`config.mk`:
```
export PLATFORM = sky130hd
export DESIGN_NAME = negate_serial_flat
export DESIGN_NICKNAME = d
export VERILOG_FILES = /design/src/rtl/negate_pkg.sv /design/src/rtl/negate_serial_if.sv /design/src/rtl/negate_digit.sv /design/src/rtl/negate_serial.sv /design/src/flat_wrapper.sv
export SDC_FILE = /design/constraint.sdc
export NUM_CORES = 1
export LEC_CHECK = 0
export ABC_AREA = 1
export CAP_MARGIN = 5
export CELL_PAD_IN_SITES_DETAIL_PLACEMENT = 2
export CELL_PAD_IN_SITES_GLOBAL_PLACEMENT = 2
export CORE_AREA = 4 4 120 122
export CTS_CLUSTER_DIAMETER = 40
export CTS_CLUSTER_SIZE = 40
export DETAILED_ROUTE_END_ITERATION = 10
export DIE_AREA = 0 0 124 126
export GPL_TIMING_DRIVEN = 1
export PLACE_DENSITY_LB_ADDON = 0.1
export SKIP_CTS_REPAIR_TIMING = 1
export SYNTH_ARGS = -nofsm -noshare
export SYNTH_HDL_FRONTEND = slang
export SYNTH_SLANG_ARGS = --single-unit
```
`constraint.sdc`:
```
create_clock -name clk -period 8.3 [get_ports clk]
set_clock_uncertainty 0.05 [all_clocks]
set_input_delay 1.66 -clock clk [delete_from_list [all_inputs] [get_ports clk]]
set_output_delay 1.66 -clock clk [all_outputs]
set_load 0.02 [all_outputs]
```
`src/rtl/negate_pkg.sv`:
```
`default_nettype none
// ============================================================================
//  Module      : negate_pkg
//  Description : Shared constants for the serial negate/abs/pass unit:
//                operation mode codes and FSM state encoding.
//  Revision    : 1.0 - initial release
// ============================================================================
package negate_pkg;

  // Operation select; 2'b11 is reserved and behaves as pass.
  localparam logic [1:0] MODE_PASS = 2'b00;
  localparam logic [1:0] MODE_NEG  = 2'b01;
  localparam logic [1:0] MODE_ABS  = 2'b10;

  // Controller state encoding.
  localparam logic [1:0] ST_IDLE = 2'd0;
  localparam logic [1:0] ST_RUN  = 2'd1;
  localparam logic [1:0] ST_DONE = 2'd2;

endpackage : negate_pkg
`default_nettype wire

```
`src/rtl/negate_serial_if.sv`:
```
`default_nettype none
// ============================================================================
//  Module      : negate_serial_if
//  Description : Start/done request bundle for the serial negate unit.
//                master = requester, slave = negate_serial.
//  Revision    : 1.0 - initial release
// ============================================================================
interface negate_serial_if #(
  parameter int WIDTH = 32
);
  logic             start;
  logic [1:0]       mode;
  logic [WIDTH-1:0] A;
  logic             busy;
  logic             done;
  logic [WIDTH-1:0] out;
  logic             zero;
  logic             ovf;

  modport master (
    output start, mode, A,
    input  busy, done, out, zero, ovf
  );

  modport slave (
    input  start, mode, A,
    output busy, done, out, zero, ovf
  );
endinterface : negate_serial_if
`default_nettype wire

```
`src/rtl/negate_digit.sv`:
```
`default_nettype none
// ============================================================================
//  Module      : negate_digit
//  Description : One digit slice of the serial adder: optionally inverts the
//                operand digit and adds the incoming carry.
//  Revision    : 1.0 - initial release
// ============================================================================
module negate_digit #(
  parameter int DIGIT = 4
) (
  input  wire logic [DIGIT-1:0] a,
  input  wire logic             inv,
  input  wire logic             cin,
  output logic      [DIGIT-1:0] s,
  output logic                  cout
);

  logic [DIGIT-1:0] w_opnd;

  // Conditional invert followed by carry-in increment; carry-out is the MSB.
  always_comb begin
    w_opnd    = inv ? ~a : a;
    {cout, s} = {1'b0, w_opnd} + {{DIGIT{1'b0}}, cin};
  end

endmodule : negate_digit
`default_nettype wire

```
`src/rtl/negate_serial.sv`:
```
`default_nettype none
// ============================================================================
//  Module      : negate_serial
//  Description : Multi-cycle two's-complement negate / abs / pass unit.
//                Processes DIGIT bits per clock, LSB digit first, and reports
//                result, zero and overflow flags with a one-cycle done pulse.
//  Revision    : 1.0 - initial release
// ============================================================================
module negate_serial
  import negate_pkg::*;
#(
  parameter int WIDTH = 32,
  parameter int DIGIT = 4
) (
  input  wire logic      clk,
  input  wire logic      rst,
  negate_serial_if.slave bus
);

  localparam int             c_n        = WIDTH / DIGIT;
  localparam int             c_cw       = $clog2(c_n + 1);
  localparam logic [c_cw-1:0] c_last_cnt = c_cw'(c_n - 1);

  logic [1:0]       r_state;
  logic [1:0]       w_state_nxt;
  logic [c_cw-1:0]  r_cnt;
  logic             r_carry;
  logic             r_neg;
  logic             r_a_msb;
  logic             r_a_lowz;
  logic [WIDTH-1:0] r_opnd;
  logic [WIDTH-1:0] r_res;
  logic [WIDTH-1:0] w_res_nxt;
  logic [DIGIT-1:0] w_s;
  logic             w_cout;
  logic             w_neg_in;
  logic             w_accept;
  logic             w_step;
  logic             w_busy_d;
  logic             w_done_d;
  logic             r_busy;
  logic             r_done;
  logic [WIDTH-1:0] r_out;
  logic             r_zero;
  logic             r_ovf;

  // State register.
  always_ff @(posedge clk or posedge rst) begin
    if (rst) r_state <= ST_IDLE;
    else     r_state <= w_state_nxt;
  end

  // Next-state logic: start only matters in IDLE; DONE always returns to IDLE.
  always_comb begin
    w_state_nxt = r_state;
    case (r_state)
      ST_IDLE: if (bus.start) w_state_nxt = ST_RUN;
      ST_RUN:  if (r_cnt == c_last_cnt) w_state_nxt = ST_DONE;
      ST_DONE: w_state_nxt = ST_IDLE;
      default: w_state_nxt = ST_IDLE;
    endcase
  end

  // FSM decode: accept/step strobes and the pre-register busy/done values.
  always_comb begin
    w_accept = (r_state == ST_IDLE) && bus.start;
    w_step   = (r_state == ST_RUN);
    w_busy_d = (r_state == ST_RUN);
    w_done_d = (r_state == ST_DONE);
  end

  // Abs only inverts a negative operand; reserved mode 11 falls to pass.
  assign w_neg_in = (bus.mode == MODE_NEG) ||
                    ((bus.mode == MODE_ABS) && bus.A[WIDTH-1]);

  negate_digit #(.DIGIT(DIGIT)) u_digit (
    .a    (r_opnd[DIGIT-1:0]),
    .inv  (r_neg),
    .cin  (r_carry),
    .s    (w_s),
    .cout (w_cout)
  );

  // New digit enters at the top so the LSB digit ends in the bottom slot.
  generate
    if (DIGIT == WIDTH) begin : g_res_single
      assign w_res_nxt = w_s;
    end else begin : g_res_shift
      assign w_res_nxt = {w_s, r_res[WIDTH-1:DIGIT]};
    end
  endgenerate

  // Datapath: latch operand on accept, then consume one digit per RUN cycle.
  always_ff @(posedge clk or posedge rst) begin
    if (rst) begin
      r_cnt    <= '0;
      r_carry  <= 1'b0;
      r_neg    <= 1'b0;
      r_a_msb  <= 1'b0;
      r_a_lowz <= 1'b0;
      r_opnd   <= '0;
      r_res    <= '0;
    end else if (w_accept) begin
      r_cnt    <= '0;
      r_carry  <= w_neg_in;
      r_neg    <= w_neg_in;
      r_a_msb  <= bus.A[WIDTH-1];
      r_a_lowz <= (bus.A[WIDTH-2:0] == '0);
      r_opnd   <= bus.A;
    end else if (w_step) begin
      r_cnt    <= r_cnt + c_cw'(1);
      r_carry  <= w_cout;
      r_opnd   <= r_opnd >> DIGIT;
      r_res    <= w_res_nxt;
    end
  end

  // Registered outputs; result and flags load once and hold until next done.
  always_ff @(posedge clk or posedge rst) begin
    if (rst) begin
      r_busy <= 1'b0;
      r_done <= 1'b0;
      r_out  <= '0;
      r_zero <= 1'b0;
      r_ovf  <= 1'b0;
    end else begin
      r_busy <= w_busy_d;
      r_done <= w_done_d;
      if (w_done_d) begin
        r_out  <= r_res;
        r_zero <= (r_res == '0);
        r_ovf  <= r_neg && r_a_msb && r_res[WIDTH-1] && r_a_lowz;
      end
    end
  end

  assign bus.busy = r_busy;
  assign bus.done = r_done;
  assign bus.out  = r_out;
  assign bus.zero = r_zero;
  assign bus.ovf  = r_ovf;

endmodule : negate_serial
`default_nettype wire

```
`src/flat_wrapper.sv`:
```
// flat-port wrapper written by rule: the top's interface ports become plain ports
module negate_serial_flat import negate_pkg::*;
#(
  parameter int WIDTH = 32,
  parameter int DIGIT = 4
)
  (clk, rst, bus_start, bus_mode, bus_A, bus_busy, bus_done, bus_out, bus_zero, bus_ovf);
  negate_serial_if #(.WIDTH(WIDTH)) bus_i ();
  input  wire logic clk;
  input  wire logic rst;
  input wire logic [$bits(bus_i.start)-1:0] bus_start;
  input wire logic [$bits(bus_i.mode)-1:0] bus_mode;
  input wire logic [$bits(bus_i.A)-1:0] bus_A;
  output wire logic [$bits(bus_i.busy)-1:0] bus_busy;
  output wire logic [$bits(bus_i.done)-1:0] bus_done;
  output wire logic [$bits(bus_i.out)-1:0] bus_out;
  output wire logic [$bits(bus_i.zero)-1:0] bus_zero;
  output wire logic [$bits(bus_i.ovf)-1:0] bus_ovf;
  assign bus_i.start = bus_start;
  assign bus_i.mode = bus_mode;
  assign bus_i.A = bus_A;
  assign bus_busy = bus_i.busy;
  assign bus_done = bus_i.done;
  assign bus_out = bus_i.out;
  assign bus_zero = bus_i.zero;
  assign bus_ovf = bus_i.ovf;
  negate_serial #(.WIDTH(WIDTH), .DIGIT(DIGIT)) u_core (.clk(clk), .rst(rst), .bus(bus_i));
endmodule
```
==> flow_summary.json <==
{
  "drt.antenna.violating_nets": 0,
  "synth.cell_area_um2": 4590,
  "timing.slew.headroom_pct": 35.6,
  "worst_r2r_endpoint": "u_core.r_opnd[27]$_DFFE_PP0P_",
  "insertion_delay_of_the_later_clocked_pin_in_the_worst_skew_pair_ps": 350,
  "setup.worst_path.start_class": "input pin",
  "areaGrowthSynthToFinish_pct": 24.5,
  "multi_input_area_um2": 1460,
  "min_path_type": "register to register",
  "synth-warning-count": 0,
  "setup_viol": 0,
  "achievable_frequency_ghz": 0.321,
  "whs_ps": 390,
  "max_cap_violations": 0,
  "drcViolationCount": 0,
  "postPlaceCellArea_um2": 5430,
  "layout.cells.most_common": "nand2_1",
  "seq_total_area_yosys_pct": 60.0,
  "report.power.total_mw": 2.00,
  "setup_repair_after_global_routing_missed_its_margin": "false",
  "worst_ir_drop_vdd_mv": 0.110,
  "finish.net_count": 609,
  "worst_r2r_startpoint": "u_core.r_state[0]$_DFFE_PP0P_",
  "cts.reportedPaths.clkPinSlew_ps": 70,
  "port_buffers": 72,
  "critical_path_fanouts_max": 16,
  "vias": 3712,
  "cts_buffers": 9,
  "core_area_um2": 13200,
  "report.final.slew_viol_count": 0,
  "antenna_violations_before_repair": 0,
  "gp_routability_congestion": 0.773,
  "fin_util_pct": 43.3,
  "dr.first_iter.drc_count": 181,
  "reg2reg_setup_slack_ps": 6010,
  "root_buffer_cell": "clkbuf_16",
  "post_synth_num_cell_types": 26,
  "worst_setup_path_startpoint": "bus_start",
  "route.detailed.vias_per_inst": 4.95,
  "post-place-ws_ps": 4460,
  "die_width_um": 124,
  "timing_worst_setup_path_type": "input pin to register",
  "cts.htree.levels": 3,
  "cts_num_sinks": 110,
  "antenna_cells": 0,
  "synth.net_count": 546,
  "tns_ps": 0,
  "crit_path_end_kind": "register",
  "layout-drive-gt1-share_pct": 4.70,
  "powerDensity_nw_per_um2": 349,
  "hold_violations": 0,
  "hold_path_depth": 1,
  "fillcell_total": 1460,
  "dp.cells": 733,
  "finalWirelength_mm": 12.1,
  "first_global_vias": 4051,
  "grt.total_usage_pct": 16.4,
  "grt_overflow": 0,
  "run_status": "finished, final reports clean",
  "drt-pass1-iter-count": 4,
  "ys_ff_latch": 110,
  "timing_worst_slew_pin_value_ps": 966,
  "timing.hold.worst.start": "u_core.r_cnt[3]$_DFFE_PP0P_",
  "rows": 42,
  "static-leakage-power_nw": 2.62,
  "routedWlPerCell_um": 16.1,
  "regArea_um2": 2750,
  "worst-r2r-cell-count": 7,
  "start_util_pct": 34.8,
  "final.min_clock_period_ps": 3110,
  "die_h_um": 126,
  "grt_start_max_net_pins": 67,
  "min_period_over_period_pct": 37.5,
  "layout_common_cells": "nand2_1 (137), dfrtp_1 (110), clkdlybuf4s50_1 (72)",
  "cts.path.max_buffers": 2,
  "timing.critical_path.arrival_ps": 3350,
  "pin_count": 73,
  "holdPathEnd": "u_core.r_state[1]$_DFFE_PP0P_",
  "grt_first_pass_wirelength_mm": 20.2,
  "synth_cells": 506,
  "layout.cells.non_filler": 750,
  "timing.critical_path.required_ps": 8540,
  "tritoncts": "yes",
  "finalInstanceArea_um2": 5720,
  "setup_slack_ps": 5190,
  "per_instance_average_area_after_synthesis_um2": 9.07,
  "floorplan.die_area_um2": 15600,
  "detailed_place_hpwl_mm": 8.57
}
==> routing by layer <==
metal  track usage (%)  vias up  wire [um]
li1                  -     1753          -
met1              19.8     1879       5080
met2              29.0       63       6400
met3              2.74       17        371
met4              6.06        0        219
met5                 0        -          0
==> report_power, final <==
group          switching, mW  internal (mW)  total [mW]
logic                  0.461          0.272       0.733
clock network          0.194          0.211       0.404
registers              0.123          0.736       0.860
total                  0.778           1.22        2.00
==> state kept, by name (all words and copies together), names as in the netlist <==
| signal | cells |
|---|---|
| u_core.bus.busy | 1 |
| u_core.bus.done | 1 |
| u_core.bus.out | 32 |
| u_core.bus.ovf | 1 |
| u_core.bus.zero | 1 |
| u_core.r_a_lowz | 1 |
| u_core.r_a_msb | 1 |
| u_core.r_carry | 1 |
| u_core.r_cnt | 4 |
| u_core.r_neg | 1 |
| u_core.r_opnd | 32 |
| u_core.r_res | 32 |
| u_core.r_state | 2 |
==> critical path, stage by stage <==
cell,delay [ps]
clkdlybuf4s50_1,480
nand2_1,90
nor2_2,560
buf_8,240
nand3_1,110
nand2_1,70
nor2_1,50
nor2_1,70
==> cells by family after synthesis <==
family / synth area share (%)
and+or+nand+nor: 17.1
DFF: 60.0
AOI/OAI and AO/OA: 13.4
buffers and inverters: 8.29
adders and majority gates: 0.818
xor gates and xnor gates: 0.382
==> synth_stat cells <==
master    number  area share, %
nor2_1        35            2.9
nand2_1      137             11
o21ai_1       26            2.8
buf_4          5           0.82
xor2_1         2           0.38
clkbuf_1      13            1.1
o21ai_0       42            4.6
buf_2          4           0.44
a21oi_1        1           0.11
dfrtp_1      110             60
buf_6          1           0.25
inv_1         65            5.3
nor2_4         2           0.49
o22ai_1        3           0.41
ha_1           3           0.82
nand2_2        1           0.14
nor2_2         1           0.14
a22oi_1        1           0.16
nor3_1         3           0.33
nand4_1        5           0.68
a31oi_1        1           0.14
o211ai_1       5           0.82
o221ai_1      22            4.2
inv_2          5           0.41
nand3_1       12            1.3
a21o_1         1           0.16
==> cell type report <==
type | instances | area share (%)
Sequential cell | 110 | 48.2
Timing Repair Buffer | 75 | 13.1
Tap cell | 176 | 3.85
Multi-Input combinational cell | 303 | 25.5
Inverter | 70 | 4.64
Clock buffer | 12 | 4.31
Clock inverter | 4 | 0.394
==> worst max-delay path by stage <==
| stage | cells past startpoint | slack (ps) | endpoint |
|---|---|---|---|
| global placement | 7 | 4560 | u_core.r_carry$_DFFE_PP0P_ |
| detailed placement | 7 | 4460 | u_core.r_carry$_DFFE_PP0P_ |
| floorplan | 1 | 3690 | u_core.bus.busy$_DFF_PP0_ |
| global route | 3 | 4980 | u_core.r_res[28]$_DFFE_PP0P_ |
| finish | 8 | 5190 | u_core.r_carry$_DFFE_PP0P_ |
| CTS | 7 | 4830 | u_core.r_carry$_DFFE_PP0P_ |
Power figures use the tool's default switching activity.
==> edit: new RTL, same flow settings <==
`DIGIT` is set to 4 in 3 places; all go to 16.
--- a/src/rtl/negate_digit.sv
+++ b/src/rtl/negate_digit.sv
@@ -6,7 +6,7 @@
 //  Revision    : 1.0 - initial release
 // ============================================================================
 module negate_digit #(
-  parameter int DIGIT = 4
+  parameter int DIGIT = 16
 ) (
   input  wire logic [DIGIT-1:0] a,
   input  wire logic             inv,
--- a/src/rtl/negate_serial.sv
+++ b/src/rtl/negate_serial.sv
@@ -10,7 +10,7 @@
   import negate_pkg::*;
 #(
   parameter int WIDTH = 32,
-  parameter int DIGIT = 4
+  parameter int DIGIT = 16
 ) (
   input  wire logic      clk,
   input  wire logic      rst,
--- a/src/flat_wrapper.sv
+++ b/src/flat_wrapper.sv
@@ -2,7 +2,7 @@
 module negate_serial_flat import negate_pkg::*;
 #(
   parameter int WIDTH = 32,
-  parameter int DIGIT = 4
+  parameter int DIGIT = 16
 )
   (clk, rst, bus_start, bus_mode, bus_A, bus_busy, bus_done, bus_out, bus_zero, bus_ovf);
   negate_serial_if #(.WIDTH(WIDTH)) bus_i ();
Formal check against the unedited RTL: not equivalent (a bounded check fails within 10 cycles, from zero or initial values and one cycle with rst high).
==> edit against the unedited design <==
  * Synthesized area is 11% higher
  * Count of clock-buffer cells in the layout is 1 lower
  * Worst setup slack worse by 0.45 ns
  * Combinational power is 73% higher
  * Sequential share of layout area is 5.2 points lower
  * Cell area is 10% higher
  * Register-to-register slack worse by 0.67 ns
  * Wire length is 25% higher
  * Total power is 34% higher
  * Sequential cell count is 2 lower
  * Largest power group is now combinational logic
==> edit: results (changes against the unedited design) <==
| Metric | Value |
|---|---|
| Worst skew pair latency | 0.35 ns (about the same) |
| Met2 track demand over resource | 0.366 (+0.0754) |
| CTS buffer count | 9 (unchanged) |
| IR drop worst, VDD | 145 uV (+31%) |
| Met1 Use GR | 0.253 (+0.0543) |
| Slew at the pin closest to its max-slew limit | 1.08 ns (+0.115 ns) |
| Synth async-reset ratio | 1.00 (unchanged) |
| Synthesized Nets | 657 (+20%) |
| Adder-cell share of the synthesized area | 0.00734 (-0.000834) |
| Average wire per standard cell | 17.6 um (+9.5%) |
| Worst Path Max Fanout | 29 (+13) |
| Dominant cells by area after synthesis | sky130_fd_sc_hd__dfrtp_1, sky130_fd_sc_hd__nand2_1, sky130_fd_sc_hd__inv_1 |
| Placed cell areas | 5940 um2 (+9.4%) |
| Xor and xnor fraction of the mapped netlist area | 0.00685 (+0.00304) |
| Sequential share of the synthesized area | 0.529 (-0.0710) |
| Hold WC Path Type | reg2reg |
| Global-route wire length before repair | 25200 um (+25%) |
| Via count of the first global-routing pass | 4829 (+19%) |
| Leading cell types by count after synthesis | sky130_fd_sc_hd__nand2_1, sky130_fd_sc_hd__dfrtp_1, sky130_fd_sc_hd__inv_1 |
| Total global routing track utilization | 0.202 (+0.0380) |
| Result of the run | finished, final reports clean |
| Share of cells above drive strength 1 | 0.0761 (+0.0291) |
| CTS HTree Levels | 3 (unchanged) |
| Number of distinct library cell variants in the gate-level netlist after synthesis | 33 (+27%) |
| Total number of vias | 4389 (+18%) |
| Critical path data arrival time | 3.71 ns (+0.36 ns) |
| Pre-antenna DRT Iters | 5 (+1) |
| Antenna violations before repair | 0 (unchanged) |
| Top-count cell post-synth | sky130_fd_sc_hd__nand2_1 |
| Number of inserted diodes | 0 (unchanged) |
| GR met3 Demand/Resource | 0.0327 (+0.00538) |
| Largest net degree at the start of global routing | 88 (+31%) |
| Number of nets in the finished design | 718 (+18%) |
| Complex-gate fraction of the synthesized area | 0.113 (-0.0215) |
| Critical-path cell with the highest stage delay | sky130_fd_sc_hd__nand2_1 |
| Highest cell delay on the worst timing path | 0.69 ns (+0.13 ns) |
| Pre-CTS worst setup slack | 4.38 ns (-0.0795 ns) |
| Port-buffer cells | 72 (unchanged) |
| Iteration-0 DRC Markers | 202 (+12%) |
| Last weighted congestion value of the routability-driven placer | 0.802 (+3.8%) |
| Leak pwr | 2.99 nW (+15%) |
| Detailed-placement wirelength estimate | 10500 um (+23%) |
## edit: area by class of cell
cell class / count / area (um2)
clock buffers: 11 / 253
clock inverters: 5 / 88.8
fillers: 1471 / 6900
inverters: 97 / 372
multi-input cells: 386 / 1900
flip-flops and latches: 108 / 2700
well taps: 176 / 220
repair buffers: 76 / 751
## edit: final timing paths
path / slack, ns / endpoint / cells after the start / start
min: 0.43 / u_core.r_cnt[0] / 1 / u_core.r_cnt[0]
min in group asynchronous: 1.55 / u_core.bus.out[5] / 2 / rst
max reg2reg: 5.34 / u_core.r_opnd[3] / 7 / u_core.r_state[1]
max: 4.73 / u_core.r_opnd[3] / 7 / bus_start
min reg2reg: 0.43 / u_core.r_cnt[0] / 1 / u_core.r_cnt[0]
max in group asynchronous: 5.27 / u_core.r_opnd[14] / 3 / rst
## edit: logic make-up after synthesis
logic type               after synthesis
AND/OR/NAND/NOR                      281
AO/OA/AOI/OAI                         98
XOR/XNOR                               4
adder cells (fa/ha/maj)                3
flip-flops                           108
buffers and inverters                123
## edit: metal layers
metal | up-vias | routed length [um]
li1 | 2094 | -
met1 | 2209 | 6640
met2 | 76 | 7880
met3 | 10 | 498
met4 | 0 | 116
met5 | - | 0
## edit: worst max-delay path: cells and delay by family
family / cells / cell delay (ns)
AND/OR/NAND/NOR: 3 / 0.93
AO/OA/AOI/OAI: 1 / 0.15
buffers and inverters: 3 / 0.95
## edit: stage by stage
step,hold WS [ns],instances,total power [mW]
after floorplan,0.400,617,1.74
after global placement,0.410,843,2.07
after detailed placement,0.422,843,2.17
after CTS,0.432,859,2.71
after global routing,0.449,859,2.89
final,0.428,859,2.67
## edit: report_power, final
part	leakage (nW)	internal (mW)	switching, mW
logic	1.46	0.425	0.841
registers	1.36	0.774	0.146
clock network	0.169	0.285	0.200
